File: src/rtl/imem_arb_init_pkg.sv
// Shared types for the imem_arb_init front end: FSM encoding, requester id,
// read-tag format and the round-robin pick used by the arbiter.
package imem_arb_init_pkg;

  typedef enum logic {
    ST_INIT = 1'b0,
    ST_RUN  = 1'b1
  } state_t;

  localparam int ID_W       = 1;
  localparam int RD_LAT_DEF = 3;

  typedef logic [ID_W-1:0] id_t;

  // One entry of the read-return pipeline, also reused to describe a grant.
  typedef struct packed {
    logic vld;
    id_t  id;
  } tag_t;

  // Round-robin between two requesters: on contention the one that did not
  // win last time goes first.
  function automatic tag_t rr_pick(input logic vld0, input logic vld1, input id_t last_gnt);
    tag_t g;
    g.vld = vld0 | vld1;
    if (vld0 && vld1) begin
      g.id = ~last_gnt;
    end else if (vld1) begin
      g.id = id_t'(1);
    end else begin
      g.id = id_t'(0);
    end
    return g;
  endfunction

endpackage

File: src/rtl/imem_arb_init_if.sv
// Bundle of the two requester ports, their read-return ports and the RAM port.
// slave = the arbiter side, master = requesters plus RAM model.
interface imem_arb_init_if #(
    parameter int ADDRBIT = 11,
    parameter int WIDTH   = 32
);

  logic               req0_vld;
  logic               req0_rdy;
  logic               req0_we;
  logic [ADDRBIT-1:0] req0_a;
  logic [WIDTH-1:0]   req0_di;

  logic               req1_vld;
  logic               req1_rdy;
  logic               req1_we;
  logic [ADDRBIT-1:0] req1_a;
  logic [WIDTH-1:0]   req1_di;

  logic               rsp0_vld;
  logic [WIDTH-1:0]   rsp0_do;
  logic               rsp1_vld;
  logic [WIDTH-1:0]   rsp1_do;

  logic [ADDRBIT-1:0] mem_a;
  logic               mem_we;
  logic               mem_re;
  logic [WIDTH-1:0]   mem_di;
  logic [WIDTH-1:0]   mem_do;

  modport slave (
    input  req0_vld, req0_we, req0_a, req0_di,
    input  req1_vld, req1_we, req1_a, req1_di,
    output req0_rdy, req1_rdy,
    output rsp0_vld, rsp0_do, rsp1_vld, rsp1_do,
    output mem_a, mem_we, mem_re, mem_di,
    input  mem_do
  );

  modport master (
    output req0_vld, req0_we, req0_a, req0_di,
    output req1_vld, req1_we, req1_a, req1_di,
    input  req0_rdy, req1_rdy,
    input  rsp0_vld, rsp0_do, rsp1_vld, rsp1_do,
    input  mem_a, mem_we, mem_re, mem_di,
    output mem_do
  );

endinterface

File: src/rtl/imem_arb_init_rd_tagpipe.sv
// RD_LAT-deep shift register of {valid, id} tags that tracks each read through
// the RAM so its data word can be steered back to the requester that issued it.
module imem_rd_tagpipe
  import imem_arb_init_pkg::*;
#(
    parameter int RD_LAT = RD_LAT_DEF
) (
    input  logic clk,
    input  logic rst,
    input  tag_t push,
    output tag_t pop
);

  tag_t sr [RD_LAT];

  // NOTE: unlike data-only storage, this array is reset: a stale valid bit
  // would raise a response that was never requested.
  always_ff @(posedge clk or posedge rst) begin
    if (rst) begin
      for (int i = 0; i < RD_LAT; i++) sr[i] <= '0;
    end else begin
      sr[0] <= push;
      for (int i = 1; i < RD_LAT; i++) sr[i] <= sr[i-1];
    end
  end

  assign pop = sr[RD_LAT-1];

endmodule

File: src/rtl/imem_arb_init.sv
// Front end for one single-port RAM: zero-sweep after reset/clr, then
// round-robin sharing between two requesters with tagged read returns.
module imem_arb_init
  import imem_arb_init_pkg::*;
#(
    parameter int ADDRBIT = 11,
    parameter int DEPTH   = 1536,
    parameter int WIDTH   = 32,
    parameter int RD_LAT  = RD_LAT_DEF
) (
    input  logic            clk,
    input  logic            rst,
    input  logic            clr,
    output logic            init_done,
    imem_arb_init_if.slave  bus
);

  // DEPTH need not be a power of two, so the sweep stops at DEPTH-1 explicitly.
  localparam logic [ADDRBIT-1:0] LAST_ADDR = ADDRBIT'(DEPTH - 1);

  state_t             st, st_nxt;
  logic [ADDRBIT-1:0] cnt, cnt_nxt;
  id_t                last_gnt;
  tag_t               gnt;
  tag_t               push, pop;

  logic [ADDRBIT-1:0] a_q;
  logic [WIDTH-1:0]   di_q;
  logic [ADDRBIT-1:0] mem_a_c;
  logic [WIDTH-1:0]   mem_di_c;
  logic               mem_we_c;
  logic               mem_re_c;

  // NOTE: every output of this block gets a default first, so no path can
  // leave a signal unassigned and infer a latch.
  always_comb begin
    st_nxt   = st;
    cnt_nxt  = cnt;
    gnt      = '0;
    mem_a_c  = a_q;
    mem_di_c = di_q;
    mem_we_c = 1'b0;
    mem_re_c = 1'b0;

    case (st)
      ST_INIT: begin
        mem_we_c = 1'b1;
        mem_a_c  = cnt;
        mem_di_c = '0;
        if (clr) begin
          cnt_nxt = '0;
        end else if (cnt == LAST_ADDR) begin
          cnt_nxt = '0;
          st_nxt  = ST_RUN;
        end else begin
          cnt_nxt = cnt + ADDRBIT'(1);
        end
      end

      ST_RUN: begin
        gnt = rr_pick(bus.req0_vld, bus.req1_vld, last_gnt);
        if (gnt.vld) begin
          if (gnt.id == id_t'(0)) begin
            mem_a_c  = bus.req0_a;
            mem_di_c = bus.req0_di;
            mem_we_c = bus.req0_we;
          end else begin
            mem_a_c  = bus.req1_a;
            mem_di_c = bus.req1_di;
            mem_we_c = bus.req1_we;
          end
          mem_re_c = ~mem_we_c;
        end
        if (clr) begin
          st_nxt  = ST_INIT;
          cnt_nxt = '0;
        end
      end
    endcase
  end

  // NOTE: sequential state uses non-blocking assignments only, so every
  // register samples the pre-edge value of its neighbours.
  always_ff @(posedge clk or posedge rst) begin
    if (rst) begin
      st       <= ST_INIT;
      cnt      <= '0;
      last_gnt <= id_t'(1);
      a_q      <= '0;
      di_q     <= '0;
    end else begin
      st   <= st_nxt;
      cnt  <= cnt_nxt;
      a_q  <= mem_a_c;
      di_q <= mem_di_c;
      if (gnt.vld) last_gnt <= gnt.id;
    end
  end

  // Reads push a live tag; writes and idle cycles push a bubble.
  assign push.vld = gnt.vld & ~mem_we_c;
  assign push.id  = gnt.id;

  imem_rd_tagpipe #(
    .RD_LAT (RD_LAT)
  ) u_tagpipe (
    .clk  (clk),
    .rst  (rst),
    .push (push),
    .pop  (pop)
  );

  // The reset state is INIT, which would otherwise drive a write during rst.
  assign bus.mem_a  = mem_a_c;
  assign bus.mem_di = mem_di_c;
  assign bus.mem_we = mem_we_c & ~rst;
  assign bus.mem_re = mem_re_c & ~rst;

  assign bus.req0_rdy = gnt.vld & (gnt.id == id_t'(0));
  assign bus.req1_rdy = gnt.vld & (gnt.id == id_t'(1));

  assign bus.rsp0_vld = pop.vld & (pop.id == id_t'(0));
  assign bus.rsp1_vld = pop.vld & (pop.id == id_t'(1));
  assign bus.rsp0_do  = bus.mem_do;
  assign bus.rsp1_do  = bus.mem_do;

  assign init_done = (st == ST_RUN);

endmodule

File: src/flat_wrapper.sv
// flat-port wrapper written by rule: the top's interface ports become plain ports
module imem_arb_init_flat import imem_arb_init_pkg::*;
#(
    parameter int ADDRBIT = 11,
    parameter int DEPTH   = 1536,
    parameter int WIDTH   = 32,
    parameter int RD_LAT  = RD_LAT_DEF
)
  (clk, rst, clr, init_done, bus_req0_vld, bus_req0_we, bus_req0_a, bus_req0_di, bus_req1_vld, bus_req1_we, bus_req1_a, bus_req1_di, bus_req0_rdy, bus_req1_rdy, bus_rsp0_vld, bus_rsp0_do, bus_rsp1_vld, bus_rsp1_do, bus_mem_a, bus_mem_we, bus_mem_re, bus_mem_di, bus_mem_do);
  imem_arb_init_if #(.ADDRBIT(ADDRBIT), .WIDTH(WIDTH)) bus_i ();
  input  logic clk;
  input  logic rst;
  input  logic clr;
  output logic init_done;
  input wire logic [$bits(bus_i.req0_vld)-1:0] bus_req0_vld;
  input wire logic [$bits(bus_i.req0_we)-1:0] bus_req0_we;
  input wire logic [$bits(bus_i.req0_a)-1:0] bus_req0_a;
  input wire logic [$bits(bus_i.req0_di)-1:0] bus_req0_di;
  input wire logic [$bits(bus_i.req1_vld)-1:0] bus_req1_vld;
  input wire logic [$bits(bus_i.req1_we)-1:0] bus_req1_we;
  input wire logic [$bits(bus_i.req1_a)-1:0] bus_req1_a;
  input wire logic [$bits(bus_i.req1_di)-1:0] bus_req1_di;
  output wire logic [$bits(bus_i.req0_rdy)-1:0] bus_req0_rdy;
  output wire logic [$bits(bus_i.req1_rdy)-1:0] bus_req1_rdy;
  output wire logic [$bits(bus_i.rsp0_vld)-1:0] bus_rsp0_vld;
  output wire logic [$bits(bus_i.rsp0_do)-1:0] bus_rsp0_do;
  output wire logic [$bits(bus_i.rsp1_vld)-1:0] bus_rsp1_vld;
  output wire logic [$bits(bus_i.rsp1_do)-1:0] bus_rsp1_do;
  output wire logic [$bits(bus_i.mem_a)-1:0] bus_mem_a;
  output wire logic [$bits(bus_i.mem_we)-1:0] bus_mem_we;
  output wire logic [$bits(bus_i.mem_re)-1:0] bus_mem_re;
  output wire logic [$bits(bus_i.mem_di)-1:0] bus_mem_di;
  input wire logic [$bits(bus_i.mem_do)-1:0] bus_mem_do;
  assign bus_i.req0_vld = bus_req0_vld;
  assign bus_i.req0_we = bus_req0_we;
  assign bus_i.req0_a = bus_req0_a;
  assign bus_i.req0_di = bus_req0_di;
  assign bus_i.req1_vld = bus_req1_vld;
  assign bus_i.req1_we = bus_req1_we;
  assign bus_i.req1_a = bus_req1_a;
  assign bus_i.req1_di = bus_req1_di;
  assign bus_req0_rdy = bus_i.req0_rdy;
  assign bus_req1_rdy = bus_i.req1_rdy;
  assign bus_rsp0_vld = bus_i.rsp0_vld;
  assign bus_rsp0_do = bus_i.rsp0_do;
  assign bus_rsp1_vld = bus_i.rsp1_vld;
  assign bus_rsp1_do = bus_i.rsp1_do;
  assign bus_mem_a = bus_i.mem_a;
  assign bus_mem_we = bus_i.mem_we;
  assign bus_mem_re = bus_i.mem_re;
  assign bus_mem_di = bus_i.mem_di;
  assign bus_i.mem_do = bus_mem_do;
  imem_arb_init #(.ADDRBIT(ADDRBIT), .DEPTH(DEPTH), .WIDTH(WIDTH), .RD_LAT(RD_LAT)) u_core (.clk(clk), .rst(rst), .clr(clr), .init_done(init_done), .bus(bus_i));
endmodule
File: config.mk
export PLATFORM = sky130hd
export DESIGN_NAME = imem_arb_init_flat
export DESIGN_NICKNAME = d
export VERILOG_FILES = /design/src/rtl/imem_arb_init_pkg.sv /design/src/rtl/imem_arb_init_if.sv /design/src/rtl/imem_arb_init_rd_tagpipe.sv /design/src/rtl/imem_arb_init.sv /design/src/flat_wrapper.sv
export SDC_FILE = /design/constraint.sdc
export NUM_CORES = 1
export LEC_CHECK = 0
export CORE_MARGIN = 10
export CORE_UTILIZATION = 32
export CTS_CLUSTER_SIZE = 16
export DETAILED_ROUTE_END_ITERATION = 7
export PLACE_DENSITY = 0.84
export SLEW_MARGIN = 10
export SYNTH_ARGS = -nofsm -noshare
export SYNTH_HDL_FRONTEND = slang
export SYNTH_HIERARCHICAL = 1
export SYNTH_SLANG_ARGS = --single-unit
File: constraint.sdc
create_clock -name clk -period 1.7 [get_ports clk]
set_clock_uncertainty 0.2 [all_clocks]
set_input_delay 0.255 -clock clk [delete_from_list [all_inputs] [get_ports clk]]
set_output_delay 0.255 -clock clk [all_outputs]
set_load 0.005 [all_outputs]
**Word level (Yosys, flattened, before mapping)**

Cells that the tools add are included.

- Flip-flop bits (word level): 62
- Output and inout bits: 114
- Bits of input ports: 125
- Logic and storage cells: 55

- Eq/ne operators: 2
- Reduce and logical (&&, ||, !) cells: 1
- Bitwise logic cells: 15
- Add/sub/neg operators: 1
- Muxes and demuxes: 25

Operators by type and width:

| kind | count |
|---|---|
| two-way mux 32 bit | 2 |
| one-hot mux 32 bit (2 select lines) | 1 |
| two-way mux 11 bit | 5 |
| one-hot mux 11 bit (2 select lines) | 2 |
| two-way mux 1 bit | 12 |
| adder 11 x 1 -> 11 bit, second input constant | 1 |
| equality test 11 bit, second input constant | 1 |
| AND 1 bit | 7 |
| NOT 1 bit | 7 |
| one-hot mux 1 bit (2 select lines) | 2 |
| two-way mux 2 bit | 1 |
| != test 2 bit, second input constant | 1 |
| logical AND 1 bit | 1 |
| OR 1 bit | 1 |

**Longest topological paths before layout**

- Depth in word-level cells: 10
- Mapped depth: 5
- Depth with buffers taken out: 4

**By module**

The synthesis kept the hierarchy.

Modules (own cells, without submodules):

| module | cells an instance | area an instance (µm²) | sequential area each (µm²) | instances |
|---|---|---|---|---|
| imem_arb_init | 345 | 3326.9 | 1402.6 | 1 |
| imem_rd_tagpipe | 9 | 168.9 | 150.1 | 1 |

**Least setup slack after synthesis**

Ideal clock, no wire load.

- Path kind: register -> output
- From: register u_core.st (netlist: u_core/init_done)
- To: output bus_mem_di[12]
- Arrival time: 1267 ps
- Stages on the path, launching flop included: 6
- Data required time: 1245 ps
- Setup slack: -22 ps
- Path buffers: 2
- Cells stage by stage: dfrtp_1 buf_4 nor3b_4 clkbuf_1 nand2_1 o21ai_1

- Cells in the longest elaborated chain, start to end: 2

Ends and longest elaborated chain:

| what | line | source |
|---|---|---|
| start: declaration | imem_arb_init.sv:21 | `state_t st, st_nxt;` |
| start signal: assignment | imem_arb_init.sv:92 | `st <= st_nxt;` |
| NOT 1 bit | imem_arb_init.sv:45 | `case (st)` |
| one-hot mux 32 bit (2 select lines) * | imem_arb_init.sv:45 |  |
| end: declaration | flat_wrapper.sv:32 | `output wire logic [$bits(bus_i.mem_di)-1:0] bus_mem_di;` |

Every way passes the cells marked *; elsewhere a longest branch is shown, timed or not.

**Worst setup path after layout**

- From: register u_core.last_gnt
- To: output bus_mem_di[25]

- Cells in the longest elaborated chain, start to end: 6

Ends and longest elaborated chain:

| what | line | source |
|---|---|---|
| start: declaration | imem_arb_init.sv:23 | `id_t last_gnt;` |
| start signal: assignment | imem_arb_init.sv:88 | `last_gnt <= id_t'(1);` |
| start signal: assignment | imem_arb_init.sv:96 | `if (gnt.vld) last_gnt <= gnt.id;` |
| NOT 1 bit | imem_arb_init_pkg.sv:27 | `g.id = ~last_gnt;` |
| two-way mux 1 bit | imem_arb_init_pkg.sv:26 | `if (vld0 && vld1) begin` |
| two-way mux 1 bit | imem_arb_init.sv:45 |  |
| two-way mux 32 bit | imem_arb_init.sv:63 | `if (gnt.id == id_t'(0)) begin` |
| two-way mux 32 bit | imem_arb_init.sv:62 | `if (gnt.vld) begin` |
| one-hot mux 32 bit (2 select lines) | imem_arb_init.sv:45 |  |

Every way passes these cells. The select of a mux whose other input is x is not followed.

==> results_dict.tcl <==
set metrics [dict create \
    status "finished, violations left" \
    failed_checks "negative setup slack" \
    grt_pass1_wl_mm 18.1 \
    final.period_utilization_pct 131 \
    worst-path-buf-inv 3 \
    syn_area_um2 3500 \
    die_area_um2 15500 \
    io_pins 239 \
    setup_slack_ns -0.534 \
    min_path_cells 0 \
    crit_path_top_delay_cell "dfstp_2" \
    cp-end-kind "primary output" \
    clock_path_buffers 2 \
    final_cells 681 \
    r2r_cells 11 \
    clk-insertion-delay-late_ns 0.34 \
    pwr-share-seq_pct 45.1 \
    crit_path_max_incr_delay_ns 0.56 \
    max_slew_margin_pct 80.4 \
    start_kind "register" \
    drv_cap 0 \
    p_per_area_nw_per_um2 573 \
    drtIter0Drc 117 \
    cts_tree "yes" \
    grt_pass1_vias 3491 \
    via_per_inst 4.76 \
    overflow 0 \
    htreeDepth 3 \
    firstDrtPassIters 4 \
    min_period_ns 2.23 \
    rsz0062_at_grt "true" \
    fp.dieW_um 125 \
    fin_area_um2 5790 \
    layout_common_cells "buf_4, clkdlybuf4s50_1, dfrtp_1" \
    start_util_pct 32.5 \
    vias 3242 \
    syn-mean-instance-area_um2 9.88 \
    crit_top_cell "buf_12" \
    clock-sinks 62 \
    final_util_pct 53.9 \
    swShare_pct 24.8 \
    vdd_drop_max_mv 0.380 \
    path_clk_slew_ns 0.08 \
    finalNetCount 662 \
    portBuffers 142 \
    syn_inst 354 \
    crit_family "flip-flops" \
    fp.dieH_um 125 \
    dp_hpwl_mm 8.40 \
    setup_tns_ns -24.00 \
    synthArstFlopShare_pct 100 \
    ys_types 43 \
    placed_cells 602 \
    grt_max_degree 26 \
    p_leak_nw 2.83 \
    post_drt_wl_per_cell_um 17.8 \
    hold_viol_final 0 \
    crit_type "reg2out" \
    setup_violations 71 \
    syn-num-nets 480 \
    core_um2 10700 \
    yosysWarnings 6 \
    power_mw 3.32 \
    root_buffer "clkbuf_8" \
    drive_gt1_share_pct 41.4 \
    worstPathArrival_ns 1.78 \
    placed_area_um2 5010 \
    fmax_ghz 0.448 \
    yosysSeqAreaShare_pct 44.4 \
    clkPwrFrac_pct 39.2 \
    path_max_fanout 14 \
    hold_class "reg2reg" \
    cts_hold_buf 0 \
    slew_viol_final 0 \
    tightest_slew_ns 0.289 \
    antenna_left 0 \
    place.gp.congestion 0.869 \
    internal-power_mw 2.49 \
    pwr-share-comb_pct 15.7 \
    p_sw_uw 823 \
    diodes 0 \
    worstPathCellList "a21boi_4 -> buf_12 -> buf_12 -> mux2i_1 -> o21ai_1 -> buf_2" \
    synth_top_flop_cell "dfrtp_1" \
    cp_num_cells 6 \
    fillerInstances 936 \
    drc 0 \
    cp.required_ns 1.24 \
    ys_ff_latch 62 \
    rows 38 \
    grt_use_total_pct 14.2 \
    antenna_found_initial 0 \
    synth_edf_count 0 \
    mostFrequentLayoutCell "buf_4" \
    drt-total-wl_mm 12.1 \
    areaGrowthSynthToFinish_pct 65.6 \
    cts-buffers-inserted 9 \
]
[what timing repair did]
action,in CTS,in global routing
resized for setup,247,45
endpoints found under the setup margin,57,79
cloned,2,2
setup buffers,38,23
pin swaps,46,43
[power by group through the flow]
stage	Clock (mW)	Combinational [mW]	Sequential (mW)
detailed placement	0	0.461	1.52
floorplan	0	0.267	1.52
global route	1.41	0.558	1.49
global placement	0	0.449	1.52
CTS	1.34	0.477	1.49
finish	1.30	0.522	1.49
[metal layers]
metal / GRT usage (%) / wire length (µm) / share of wire (%) / vias up
met5: 0 / 0 / 0 / -
met4: 6.65 / 406 / 3.3 / 0
met3: 5.83 / 1020 / 8.4 / 40
met2: 24.7 / 6110 / 50 / 136
met1: 14.6 / 4600 / 38 / 1546
li1: - / - / - / 1520
[layout make-up]
type / instances / area (µm²) / share of cell area (%)
timing repair buffer: 256 / 2260 / 39.1
multi-input combinational: 202 / 1580 / 27.3
sequential: 62 / 1550 / 26.8
tap: 140 / 175 / 3.03
clock buffer: 9 / 124 / 2.14
clock inverter: 7 / 75.1 / 1.30
inverter: 5 / 22.5 / 0.389
[sequential cells by signal, indices dropped and copies added, names as in the netlist]
name / flops
u_core/a_q: 11
u_core/cnt: 11
u_core/di_q: 32
u_core/init_done: 1
u_core/last_gnt: 1
u_core/u_tagpipe/pop: 2
u_core/u_tagpipe/sr: 4
[stage by stage]
step / setup WS [ns] / hold WS, ns
floorplan: -0.0207 / -0.154
global placement: -0.921 / 0.132
detailed placement: -0.983 / 0.135
CTS: -0.599 / 0.148
global route: -0.612 / 0.164
finish: -0.534 / 0.149
[worst register-to-register path, cell delays in order, from the launching register on]
cell and delay, ns:
dfstp_2 0.56, a21boi_4 0.07, buf_12 0.15, buf_4 0.15, mux2i_4 0.18, o21ai_2 0.08
buf_4 0.13, buf_4 0.12, buf_4 0.12, buf_4 0.12, buf_4 0.12, buf_4 0.12
[kinds of logic after synthesis]
group	after synthesis	synth area share, %
flops	62	44.4
compound gates	75	12.2
mux	44	12.6
fa+ha+maj	1	0.358
buf+inv	90	17.8
simple gates	81	12.3
xor+xnor	1	0.251
[synth_stat cells (2+ instances only)]
cell	n	share of area (%)
nor2b_1	12	2.1
o21ai_1	13	1.9
dfrtp_1	61	44
nand3_1	2	0.29
nor2_1	5	0.54
o221ai_1	3	0.75
o31ai_1	3	0.64
buf_2	3	0.43
o21ai_0	32	4.6
nand4_1	2	0.36
or4_1	3	0.64
o22ai_1	2	0.36
mux2i_1	44	13
or3_1	3	0.54
inv_1	5	0.54
nand2_1	41	4.4
a21oi_1	13	1.9
clkbuf_1	9	0.97
o311ai_0	2	0.50
and2_1	3	0.54
buf_4	69	15
buf_6	3	0.97
[worst paths after layout]
| check | to | slack [ns] | startpoint |
|---|---|---|---|
| min | u_core/u_tagpipe/pop[1] | 0.15 | u_core/u_tagpipe/sr[3] |
| max in group asynchronous | u_core/last_gnt | 0.75 | rst |
| max reg2reg | u_core/di_q[0] | -0.51 | u_core/last_gnt |
| min reg2reg | u_core/u_tagpipe/pop[1] | 0.15 | u_core/u_tagpipe/sr[3] |
| max | bus_mem_di[25] | -0.53 | u_core/last_gnt |
| min in group asynchronous | u_core/u_tagpipe/sr[5] | 0.19 | rst |
Power figures use the tool's default switching activity.
